--- config.mk ---
export PLATFORM = sky130hd
export DESIGN_NAME = fetch_unit
export DESIGN_NICKNAME = d
export VERILOG_FILES = /design/src/rtl/fetch_pkg.sv /design/src/rtl/fetch_fifo.sv /design/src/rtl/fetch_unit.sv
export SDC_FILE = /design/constraint.sdc
export NUM_CORES = 1
export LEC_CHECK = 0
export BUFFER_PORTS_ARGS = -buffer_cell sky130_fd_sc_hd__buf_4
export CORE_UTILIZATION = 30
export DETAILED_ROUTE_END_ITERATION = 8
export HOLD_SLACK_MARGIN = 0.1
export PLACE_DENSITY = 0.58
export SLEW_MARGIN = 20
export SYNTH_ARGS = -nofsm -noshare
export SYNTH_HDL_FRONTEND = slang
export SYNTH_SLANG_ARGS = --single-unit
--- constraint.sdc ---
create_clock -name CLK -period 4.2 [get_ports CLK]
set_input_delay 0.42 -clock CLK [delete_from_list [all_inputs] [get_ports CLK]]
set_output_delay 0.42 -clock CLK [all_outputs]
set_load 0.005 [all_outputs]
--- src/rtl/fetch_pkg.sv ---
// -----------------------------------------------------------------------------
// fetch_pkg
// Shared types and defaults for the instruction fetch stage.
//   - ADDR_W_DEF / INSTR_W_DEF : default address and instruction widths
//   - fetch_state_e            : fetch FSM states (IDLE / REQ / DROP)
//   - fetch_entry_t            : fetch buffer entry {instr, pc} at default widths
//   - fetch_cnt_w()            : width of an occupancy counter for a given depth
// -----------------------------------------------------------------------------
package fetch_pkg;

  localparam int ADDR_W_DEF  = 16;
  localparam int INSTR_W_DEF = 32;

  typedef enum logic [1:0] {
    ST_IDLE = 2'd0,
    ST_REQ  = 2'd1,
    ST_DROP = 2'd2
  } fetch_state_e;

  typedef struct packed {
    logic [INSTR_W_DEF-1:0] instr;
    logic [ADDR_W_DEF-1:0]  pc;
  } fetch_entry_t;

  // The counter must represent 0..depth inclusive, hence one bit more than the pointer.
  function automatic int fetch_cnt_w(input int depth);
    return $clog2(depth) + 1;
  endfunction

endpackage

--- src/rtl/fetch_fifo.sv ---
// -----------------------------------------------------------------------------
// fetch_fifo
// Synchronous fetch buffer between the fetch FSM and decode.
// Ports:
//   clk_i        : clock, rising edge
//   rst_i        : synchronous active-high reset; clears pointers, count and
//                  every storage entry (so the head reads zero after reset)
//   clear_i      : flush; empties the buffer (pointers/count) without touching
//                  storage; overrides push/pop in the same cycle
//   push_i       : write push_data_i at the tail
//   pop_i        : drop the head entry
//   push_data_i  : entry to write
//   head_o       : entry at the read pointer (valid when count_o != 0)
//   count_o      : number of stored entries, 0..DEPTH
// Parameters:
//   DEPTH   : number of entries, power of two, >= 2
//   entry_t : stored entry type
// Callers guarantee no push when full and no pop when empty.
// -----------------------------------------------------------------------------
module fetch_fifo
  import fetch_pkg::*;
#(
  parameter int  DEPTH   = 2,
  parameter type entry_t = fetch_entry_t,
  localparam int PTR_W   = $clog2(DEPTH),
  localparam int CNT_W   = fetch_cnt_w(DEPTH)
) (
  input  logic             clk_i,
  input  logic             rst_i,
  input  logic             clear_i,
  input  logic             push_i,
  input  logic             pop_i,
  input  entry_t           push_data_i,
  output entry_t           head_o,
  output logic [CNT_W-1:0] count_o
);

  entry_t           mem_q [DEPTH];
  logic [PTR_W-1:0] wr_ptr_q, wr_ptr_d;
  logic [PTR_W-1:0] rd_ptr_q, rd_ptr_d;
  logic [CNT_W-1:0] count_q, count_d;

  // Pointer and occupancy next-state; DEPTH is a power of two so the
  // pointers wrap naturally on overflow.
  always_comb begin
    wr_ptr_d = wr_ptr_q;
    rd_ptr_d = rd_ptr_q;
    count_d  = count_q;
    if (clear_i) begin
      wr_ptr_d = '0;
      rd_ptr_d = '0;
      count_d  = '0;
    end else begin
      if (push_i) begin
        wr_ptr_d = wr_ptr_q + {{(PTR_W-1){1'b0}}, 1'b1};
      end else begin
        wr_ptr_d = wr_ptr_q;
      end
      if (pop_i) begin
        rd_ptr_d = rd_ptr_q + {{(PTR_W-1){1'b0}}, 1'b1};
      end else begin
        rd_ptr_d = rd_ptr_q;
      end
      case ({push_i, pop_i})
        2'b10:   count_d = count_q + {{(CNT_W-1){1'b0}}, 1'b1};
        2'b01:   count_d = count_q - {{(CNT_W-1){1'b0}}, 1'b1};
        default: count_d = count_q;
      endcase
    end
  end

  // Pointer/count registers.
  always_ff @(posedge clk_i) begin
    if (rst_i) begin
      wr_ptr_q <= '0;
      rd_ptr_q <= '0;
      count_q  <= '0;
    end else begin
      wr_ptr_q <= wr_ptr_d;
      rd_ptr_q <= rd_ptr_d;
      count_q  <= count_d;
    end
  end

  // Entry storage; a flush leaves stale data behind, only reset zeroes it.
  always_ff @(posedge clk_i) begin
    if (rst_i) begin
      for (int i = 0; i < DEPTH; i++) begin
        mem_q[i] <= '0;
      end
    end else if (push_i && !clear_i) begin
      mem_q[wr_ptr_q] <= push_data_i;
    end
  end

  assign head_o  = mem_q[rd_ptr_q];
  assign count_o = count_q;

endmodule

--- src/rtl/fetch_unit.sv ---
// -----------------------------------------------------------------------------
// fetch_unit
// Instruction fetch stage sitting right after the PC register. Issues one
// req/ack transaction at a time to instruction memory, buffers returned words
// with their address for decode, and produces the PC write enable.
// Ports:
//   CLK, RESET          : clock and synchronous active-high reset
//   pc_addr             : current instruction address from the PC
//   pc_wre              : PC write enable (combinational)
//   flush               : redirect pulse from execute
//   imem_req, imem_addr : registered memory request and address
//   imem_ack, imem_rdata: memory response; ack completes the request that cycle
//   dec_valid, dec_instr, dec_pc, dec_ready : decode handshake on buffer head
//   stall_cnt           : saturating count of memory wait cycles
// Build option:
//   FETCH_STALL_CNT_EN  : when defined, stall_cnt counts cycles with
//                         imem_req && !imem_ack; otherwise stall_cnt is 0.
// -----------------------------------------------------------------------------
module fetch_unit
  import fetch_pkg::*;
#(
  parameter int ADDR_W  = ADDR_W_DEF,
  parameter int INSTR_W = INSTR_W_DEF,
  parameter int DEPTH   = 2
) (
  input  logic               CLK,
  input  logic               RESET,
  input  logic [ADDR_W-1:0]  pc_addr,
  output logic               pc_wre,
  input  logic               flush,
  output logic               imem_req,
  output logic [ADDR_W-1:0]  imem_addr,
  input  logic               imem_ack,
  input  logic [INSTR_W-1:0] imem_rdata,
  output logic               dec_valid,
  output logic [INSTR_W-1:0] dec_instr,
  output logic [ADDR_W-1:0]  dec_pc,
  input  logic               dec_ready,
  output logic [15:0]        stall_cnt
);

  localparam int CNT_W = fetch_cnt_w(DEPTH);

  typedef struct packed {
    logic [INSTR_W-1:0] instr;
    logic [ADDR_W-1:0]  pc;
  } entry_t;

  fetch_state_e      state_q, state_d;
  logic              req_q, req_d;
  logic [ADDR_W-1:0] addr_q, addr_d;
  logic              push_s;
  logic              pop_s;
  logic              full_s;
  logic [CNT_W-1:0]  count_s;
  entry_t            push_data_s;
  entry_t            head_s;

  assign full_s    = (count_s == CNT_W'(DEPTH));
  assign dec_valid = (count_s != '0);
  // A pop coinciding with a flush is swallowed by the clear.
  assign pop_s     = dec_valid && dec_ready && !flush;

  // Fetch FSM next-state. Space is checked only at issue; since the count can
  // only fall while a request is outstanding, the eventual push always fits.
  always_comb begin
    state_d = state_q;
    req_d   = req_q;
    addr_d  = addr_q;
    push_s  = 1'b0;
    case (state_q)
      ST_IDLE: begin
        if (!flush && !full_s) begin
          state_d = ST_REQ;
          req_d   = 1'b1;
          addr_d  = pc_addr;
        end else begin
          state_d = ST_IDLE;
        end
      end
      ST_REQ: begin
        if (imem_ack) begin
          push_s  = !flush;
          req_d   = 1'b0;
          state_d = ST_IDLE;
        end else if (flush) begin
          // Request cannot be withdrawn; wait for it and throw the data away.
          state_d = ST_DROP;
        end else begin
          state_d = ST_REQ;
        end
      end
      ST_DROP: begin
        if (imem_ack) begin
          req_d   = 1'b0;
          state_d = ST_IDLE;
        end else begin
          state_d = ST_DROP;
        end
      end
      default: begin
        state_d = ST_IDLE;
        req_d   = 1'b0;
      end
    endcase
  end

  // FSM and request registers.
  always_ff @(posedge CLK) begin
    if (RESET) begin
      state_q <= ST_IDLE;
      req_q   <= 1'b0;
      addr_q  <= '0;
    end else begin
      state_q <= state_d;
      req_q   <= req_d;
      addr_q  <= addr_d;
    end
  end

  // PC advances on a completed kept fetch, or on a redirect (target chosen upstream).
  assign pc_wre = flush | push_s;

  assign imem_req  = req_q;
  assign imem_addr = addr_q;

  assign push_data_s.instr = imem_rdata;
  assign push_data_s.pc    = addr_q;

  fetch_fifo #(
    .DEPTH   (DEPTH),
    .entry_t (entry_t)
  ) u_fifo (
    .clk_i       (CLK),
    .rst_i       (RESET),
    .clear_i     (flush),
    .push_i      (push_s),
    .pop_i       (pop_s),
    .push_data_i (push_data_s),
    .head_o      (head_s),
    .count_o     (count_s)
  );

  assign dec_instr = head_s.instr;
  assign dec_pc    = head_s.pc;

`ifdef FETCH_STALL_CNT_EN
  logic [15:0] stall_q, stall_d;

  // Saturating wait-cycle counter.
  always_comb begin
    if (req_q && !imem_ack && (stall_q != 16'hFFFF)) begin
      stall_d = stall_q + 16'd1;
    end else begin
      stall_d = stall_q;
    end
  end

  // Stall counter register.
  always_ff @(posedge CLK) begin
    if (RESET) begin
      stall_q <= 16'd0;
    end else begin
      stall_q <= stall_d;
    end
  end

  assign stall_cnt = stall_q;
`else
  assign stall_cnt = 16'd0;
`endif

endmodule

==> flow_summary.html <==
<table>
<tr><th>Metric</th><th>Value</th></tr>
<tr><th colspan="2">Synthesis</th></tr>
<tr><td>Fraction of post-synthesis cell area in the top cell type by area</td><td>between 50% and 60%</td></tr>
<tr><td>Synthesized-area fraction occupied by and/or/nand/nor cells</td><td>17.31%</td></tr>
<tr><td>Post-synthesis compound-gate area fraction</td><td>0.8963%</td></tr>
<tr><td>Share of synthesized area spent on multiplexers</td><td>12.87%</td></tr>
<tr><td>Adder-cell share of the synthesized area</td><td>under 10%</td></tr>
<tr><td>Count of mapped cells out of synthesis</td><td>394</td></tr>
<tr><td>Warnings, synthesis</td><td>0</td></tr>
<tr><td>Part of the Yosys area used for sequential elements</td><td>between 60% and 70%</td></tr>
<tr><td>Synth cell count leaders</td><td>97 x sky130_fd_sc_hd__and2_1, 96 x sky130_fd_sc_hd__edfxtp_1, 48 x sky130_fd_sc_hd__mux2_2</td></tr>
<tr><td>Async set-or-reset flop fraction in the synthesized netlist</td><td>0%</td></tr>
<tr><td>Mean post-synth cell area</td><td>13.82 sq um</td></tr>
<tr><td>Largest cells by area after synthesis</td><td>sky130_fd_sc_hd__edfxtp_1 53%, sky130_fd_sc_hd__and2_1 11%, sky130_fd_sc_hd__mux2_2 9.9%</td></tr>
<tr><td>XOR/XNOR Fraction of Synth Area</td><td>0.6435%</td></tr>
<tr><td>Most common cell in the synthesized netlist</td><td>sky130_fd_sc_hd__and2_1</td></tr>
<tr><td>Number of enable-type register cells in the synthesized netlist</td><td>96</td></tr>
<tr><td>Primary flip-flop cell chosen by synthesis mapping</td><td>sky130_fd_sc_hd__edfxtp_1</td></tr>
<tr><td>Number of synthesized register bits</td><td>120</td></tr>
<tr><td>Number of distinct standard cells referenced by the synthesized netlist</td><td>34</td></tr>
<tr><td>Dominant cell type by area after synthesis</td><td>sky130_fd_sc_hd__edfxtp_1</td></tr>
<tr><td>Netlist area before placement</td><td>about 5400 sq um</td></tr>
<tr><td>Dominant combinational cell family by area after synthesis</td><td>simple AND/OR/NAND/NOR gates</td></tr>
<tr><th colspan="2">Cells and area</th></tr>
<tr><td>Multi-input logic area</td><td>roughly 1900 sq um</td></tr>
<tr><td>Register Area</td><td>3364 sq um</td></tr>
<tr><td>Antenna fix cells</td><td>0</td></tr>
<tr><td>Syn-to-layout area delta</td><td>29.30%</td></tr>
<tr><td>Final cell utilization of the core</td><td>about 40%</td></tr>
<tr><td>Net total in the final layout</td><td>570</td></tr>
<tr><td>Filler cell count</td><td>1,685</td></tr>
<tr><td>Share of post-route cells with drive strength above 1</td><td>38.93%</td></tr>
<tr><th colspan="2">Floorplan</th></tr>
<tr><td>Effective utilization at floorplan</td><td>31.04%</td></tr>
<tr><td>Row cnt</td><td>48</td></tr>
<tr><td>Die Width</td><td>around 140 um</td></tr>
<tr><td>I/O pin count</td><td>approximately 140</td></tr>
<tr><td>Vert. Die Dim</td><td>136.7 um</td></tr>
<tr><td>Area of the core</td><td>17,540 sq um</td></tr>
<tr><td>Die area</td><td>about 19,000 sq um</td></tr>
<tr><th colspan="2">Placed design</th></tr>
<tr><td>HPWL reported at the end of detailed placement</td><td>7045 um</td></tr>
<tr><td>Port bufs</td><td>119</td></tr>
<tr><td>Final weighted congestion of routability-driven global placement</td><td>0.7608</td></tr>
<tr><th colspan="2">Route</th></tr>
<tr><td>Iteration count of the initial detailed-routing pass</td><td>4</td></tr>
<tr><td>Initial detailed-routing violation count</td><td>between 150 and 200</td></tr>
<tr><td>Average routed wire per standard cell</td><td>14.83 um</td></tr>
<tr><td>DRC Markers</td><td>0</td></tr>
<tr><td>Routed vias/inst</td><td>4.274</td></tr>
<tr><td>Final wirelength</td><td>11,110 um</td></tr>
<tr><td>Antenna viol nets, final</td><td>0</td></tr>
<tr><td>Vias post-DR</td><td>3,201</td></tr>
<tr><th colspan="2">STA</th></tr>
<tr><td>Share of the cycle needed by the critical path after routing</td><td>65.63%</td></tr>
<tr><td>Fin Clk Skew</td><td>0.008785 ns</td></tr>
<tr><td>Actual transition at the worst max-transition pin</td><td>1.009 ns</td></tr>
<tr><td>Final Critical Period</td><td>about 2.8 ns</td></tr>
<tr><td>Final count of hold timing violations</td><td>0</td></tr>
<tr><td>Unrepaired setup endpoints after global routing</td><td>no</td></tr>
<tr><td>Final Slew Violations</td><td>0</td></tr>
<tr><td>Setup TNS</td><td>0 ns</td></tr>
<tr><td>Final Hold Slack</td><td>0.2293 ns</td></tr>
<tr><td>Peak clock frequency supported by timing</td><td>362.8 MHz</td></tr>
<tr><td>Slew HR</td><td>32.73%</td></tr>
<tr><td>Setup violators final</td><td>0</td></tr>
<tr><th colspan="2">Power and ir drop</th></tr>
<tr><td>Maximum vdd ir drop</td><td>just under 0.0003 V</td></tr>
<tr><td>Overall power of the completed layout</td><td>3.027 mW</td></tr>
<tr><td>Cell leakage power</td><td>2.881 nW</td></tr>
<tr><td>Power density over cell area</td><td>430.0 nW/um^2</td></tr>
<tr><th colspan="2">Flow run</th></tr>
<tr><td>Max cap viols</td><td>0</td></tr>
<tr><th colspan="2">Global route</th></tr>
<tr><td>Vias in the first global route</td><td>3,302</td></tr>
<tr><td>Antenna violations before repair</td><td>0</td></tr>
<tr><td>Global-route wire length before repair</td><td>17,200 um</td></tr>
<tr><td>Overall global routing resource usage</td><td>12.73%</td></tr>
<tr><td>Total gr overflow</td><td>0</td></tr>
<tr><td>Largest net degree at the start of global routing</td><td>50</td></tr>
<tr><th colspan="2">Clocking</th></tr>
<tr><td>Count of clock tree sinks</td><td>120</td></tr>
<tr><td>CTS clk-pin slew, worst paths</td><td>approximately 0.05 ns</td></tr>
<tr><td>Clock latency on the worst-skew pair</td><td>between 0.4 and 0.5 ns</td></tr>
<tr><td>Root cell of the clock tree</td><td>sky130_fd_sc_hd__clkbuf_16</td></tr>
<tr><td>Clock buffers created by TritonCTS</td><td>17</td></tr>
<tr><td>Clock Path Buffers</td><td>2</td></tr>
<tr><td>Count of cells resized by post-cts repair</td><td>0</td></tr>
<tr><td>Post-CTS Hold Fix Bufs</td><td>0</td></tr>
<tr><td>CTS tree</td><td>done</td></tr>
<tr><td>H-tree depth reported by CTS</td><td>4</td></tr>
<tr><td>Post-CTS setup-driven buffer insertion count</td><td>0</td></tr>
<tr><th colspan="2">Worst setup path</th></tr>
<tr><td>Kind of critical path</td><td>flip-flop to flip-flop</td></tr>
<tr><td>Required time worst endpoint</td><td>4.23 ns</td></tr>
<tr><td>Crit path DAT</td><td>around 2.8 ns</td></tr>
<tr><td>Startpoint types</td><td>flip-flop</td></tr>
<tr><td>CP endpoint kind</td><td>flip-flop</td></tr>
<tr><td>Maximum fanout encountered on the critical timing path</td><td>49</td></tr>
<tr><th colspan="2">Outcome</th></tr>
<tr><td>Outcome</td><td>completed</td></tr>
<tr><th colspan="2">Hold path</th></tr>
<tr><td>Class of the most critical hold timing path</td><td>input pin to flip-flop</td></tr>
</table>
kinds of logic after synthesis:
logic type               count (synthesis)
AND/OR/NAND/NOR                        149
flip-flops                             120
multiplexers                            64
buffers and inverters                   43
AO/OA/AOI/OAI                            8
adder cells (fa/ha/maj)                  5
XOR/XNOR                                 4
other                                    1
final timing paths:
check	start	end	slack (ns)	cells after the start
hold / removal	imem_ack	state_q[1]	0.23	2
setup / recovery	state_q[1]	u_fifo.mem_q[1][18]	1.44	6
setup reg to reg	state_q[1]	u_fifo.mem_q[1][18]	1.44	6
hold reg to reg	imem_addr[13]	imem_addr[13]	0.51	2
worst max-delay path, stage by stage, from the launching register on:
cell	delay, ns
sky130_fd_sc_hd__dfxtp_1	0.33
sky130_fd_sc_hd__inv_1	0.09
sky130_fd_sc_hd__ha_1	0.19
sky130_fd_sc_hd__nor2b_4	0.18
sky130_fd_sc_hd__and4b_2	0.80
sky130_fd_sc_hd__or2_2	0.22
sky130_fd_sc_hd__buf_4	0.52
sequential cells by signal (all words and copies together), names as in the netlist, named ones only:
register,cells
state_q,2
u_fifo.count_o,2
u_fifo.rd_ptr_q,1
imem_addr,16
u_fifo.mem_q,96
imem_req,1
u_fifo.wr_ptr_q,1
per-stage QoR:
stage / worst slack, ns / cell area, sq um / cells
2_1_floorplan: 0.7090 / 5500 / 409
3_3_place_gp: 1.461 / 6446 / 718
3_5_place_dp: 1.419 / 6446 / 718
4_1_cts: 1.389 / 7039 / 749
5_1_grt: 1.227 / 7039 / 749
6_report: 1.444 / 7039 / 749
cell type report:
type	count	area share (%)
timing repair buffer	123	13.12
multi-input combinational	246	26.45
clock buffer	21	6.257
sequential	120	47.80
tap	225	3.999
inverter	4	0.2133
clock inverter	10	2.168
per-layer routing:
layer	global-route usage, %	routed length (um)	vias to the layer above
li1	-	-	1564
met1	15.21	4958	1529
met4	5.000	121	0
met3	4.926	671	13
met5	0	0	-
met2	20.53	5358	95
power breakdown:
group | total, mW | switching [mW] | internal, mW
sequential | 1.36 | 0.0240 | 1.33
clock | 1.46 | 0.482 | 0.981
combinational | 0.205 | 0.0903 | 0.115
total | 3.03 | 0.596 | 2.43
cell usage in the layout, fill, tap and decap left out, types with 2 or more instances in the layout:
| master | count |
|---|---|
| sky130_fd_sc_hd__edfxtp_1 | 96 |
| sky130_fd_sc_hd__ha_1 | 5 |
| sky130_fd_sc_hd__dfxtp_1 | 23 |
| sky130_fd_sc_hd__a21oi_1 | 2 |
| sky130_fd_sc_hd__nand2b_1 | 34 |
| sky130_fd_sc_hd__clkbuf_16 | 17 |
| sky130_fd_sc_hd__nor2_1 | 2 |
| sky130_fd_sc_hd__conb_1 | 16 |
| sky130_fd_sc_hd__clkinvlp_4 | 2 |
| sky130_fd_sc_hd__o21ai_0 | 2 |
| sky130_fd_sc_hd__nand2_1 | 3 |
| sky130_fd_sc_hd__bufinv_16 | 4 |
| sky130_fd_sc_hd__nor3_1 | 5 |
| sky130_fd_sc_hd__inv_1 | 3 |
| sky130_fd_sc_hd__xor2_1 | 3 |
| sky130_fd_sc_hd__mux2_2 | 48 |
| sky130_fd_sc_hd__and2_1 | 97 |
| sky130_fd_sc_hd__or2_2 | 2 |
| sky130_fd_sc_hd__buf_4 | 123 |
| sky130_fd_sc_hd__clkbuf_1 | 4 |
| sky130_fd_sc_hd__clkinv_2 | 2 |
| sky130_fd_sc_hd__mux2i_1 | 16 |
| sky130_fd_sc_hd__clkinv_1 | 2 |
No activity file was read; power rests on OpenSTA's default activity.
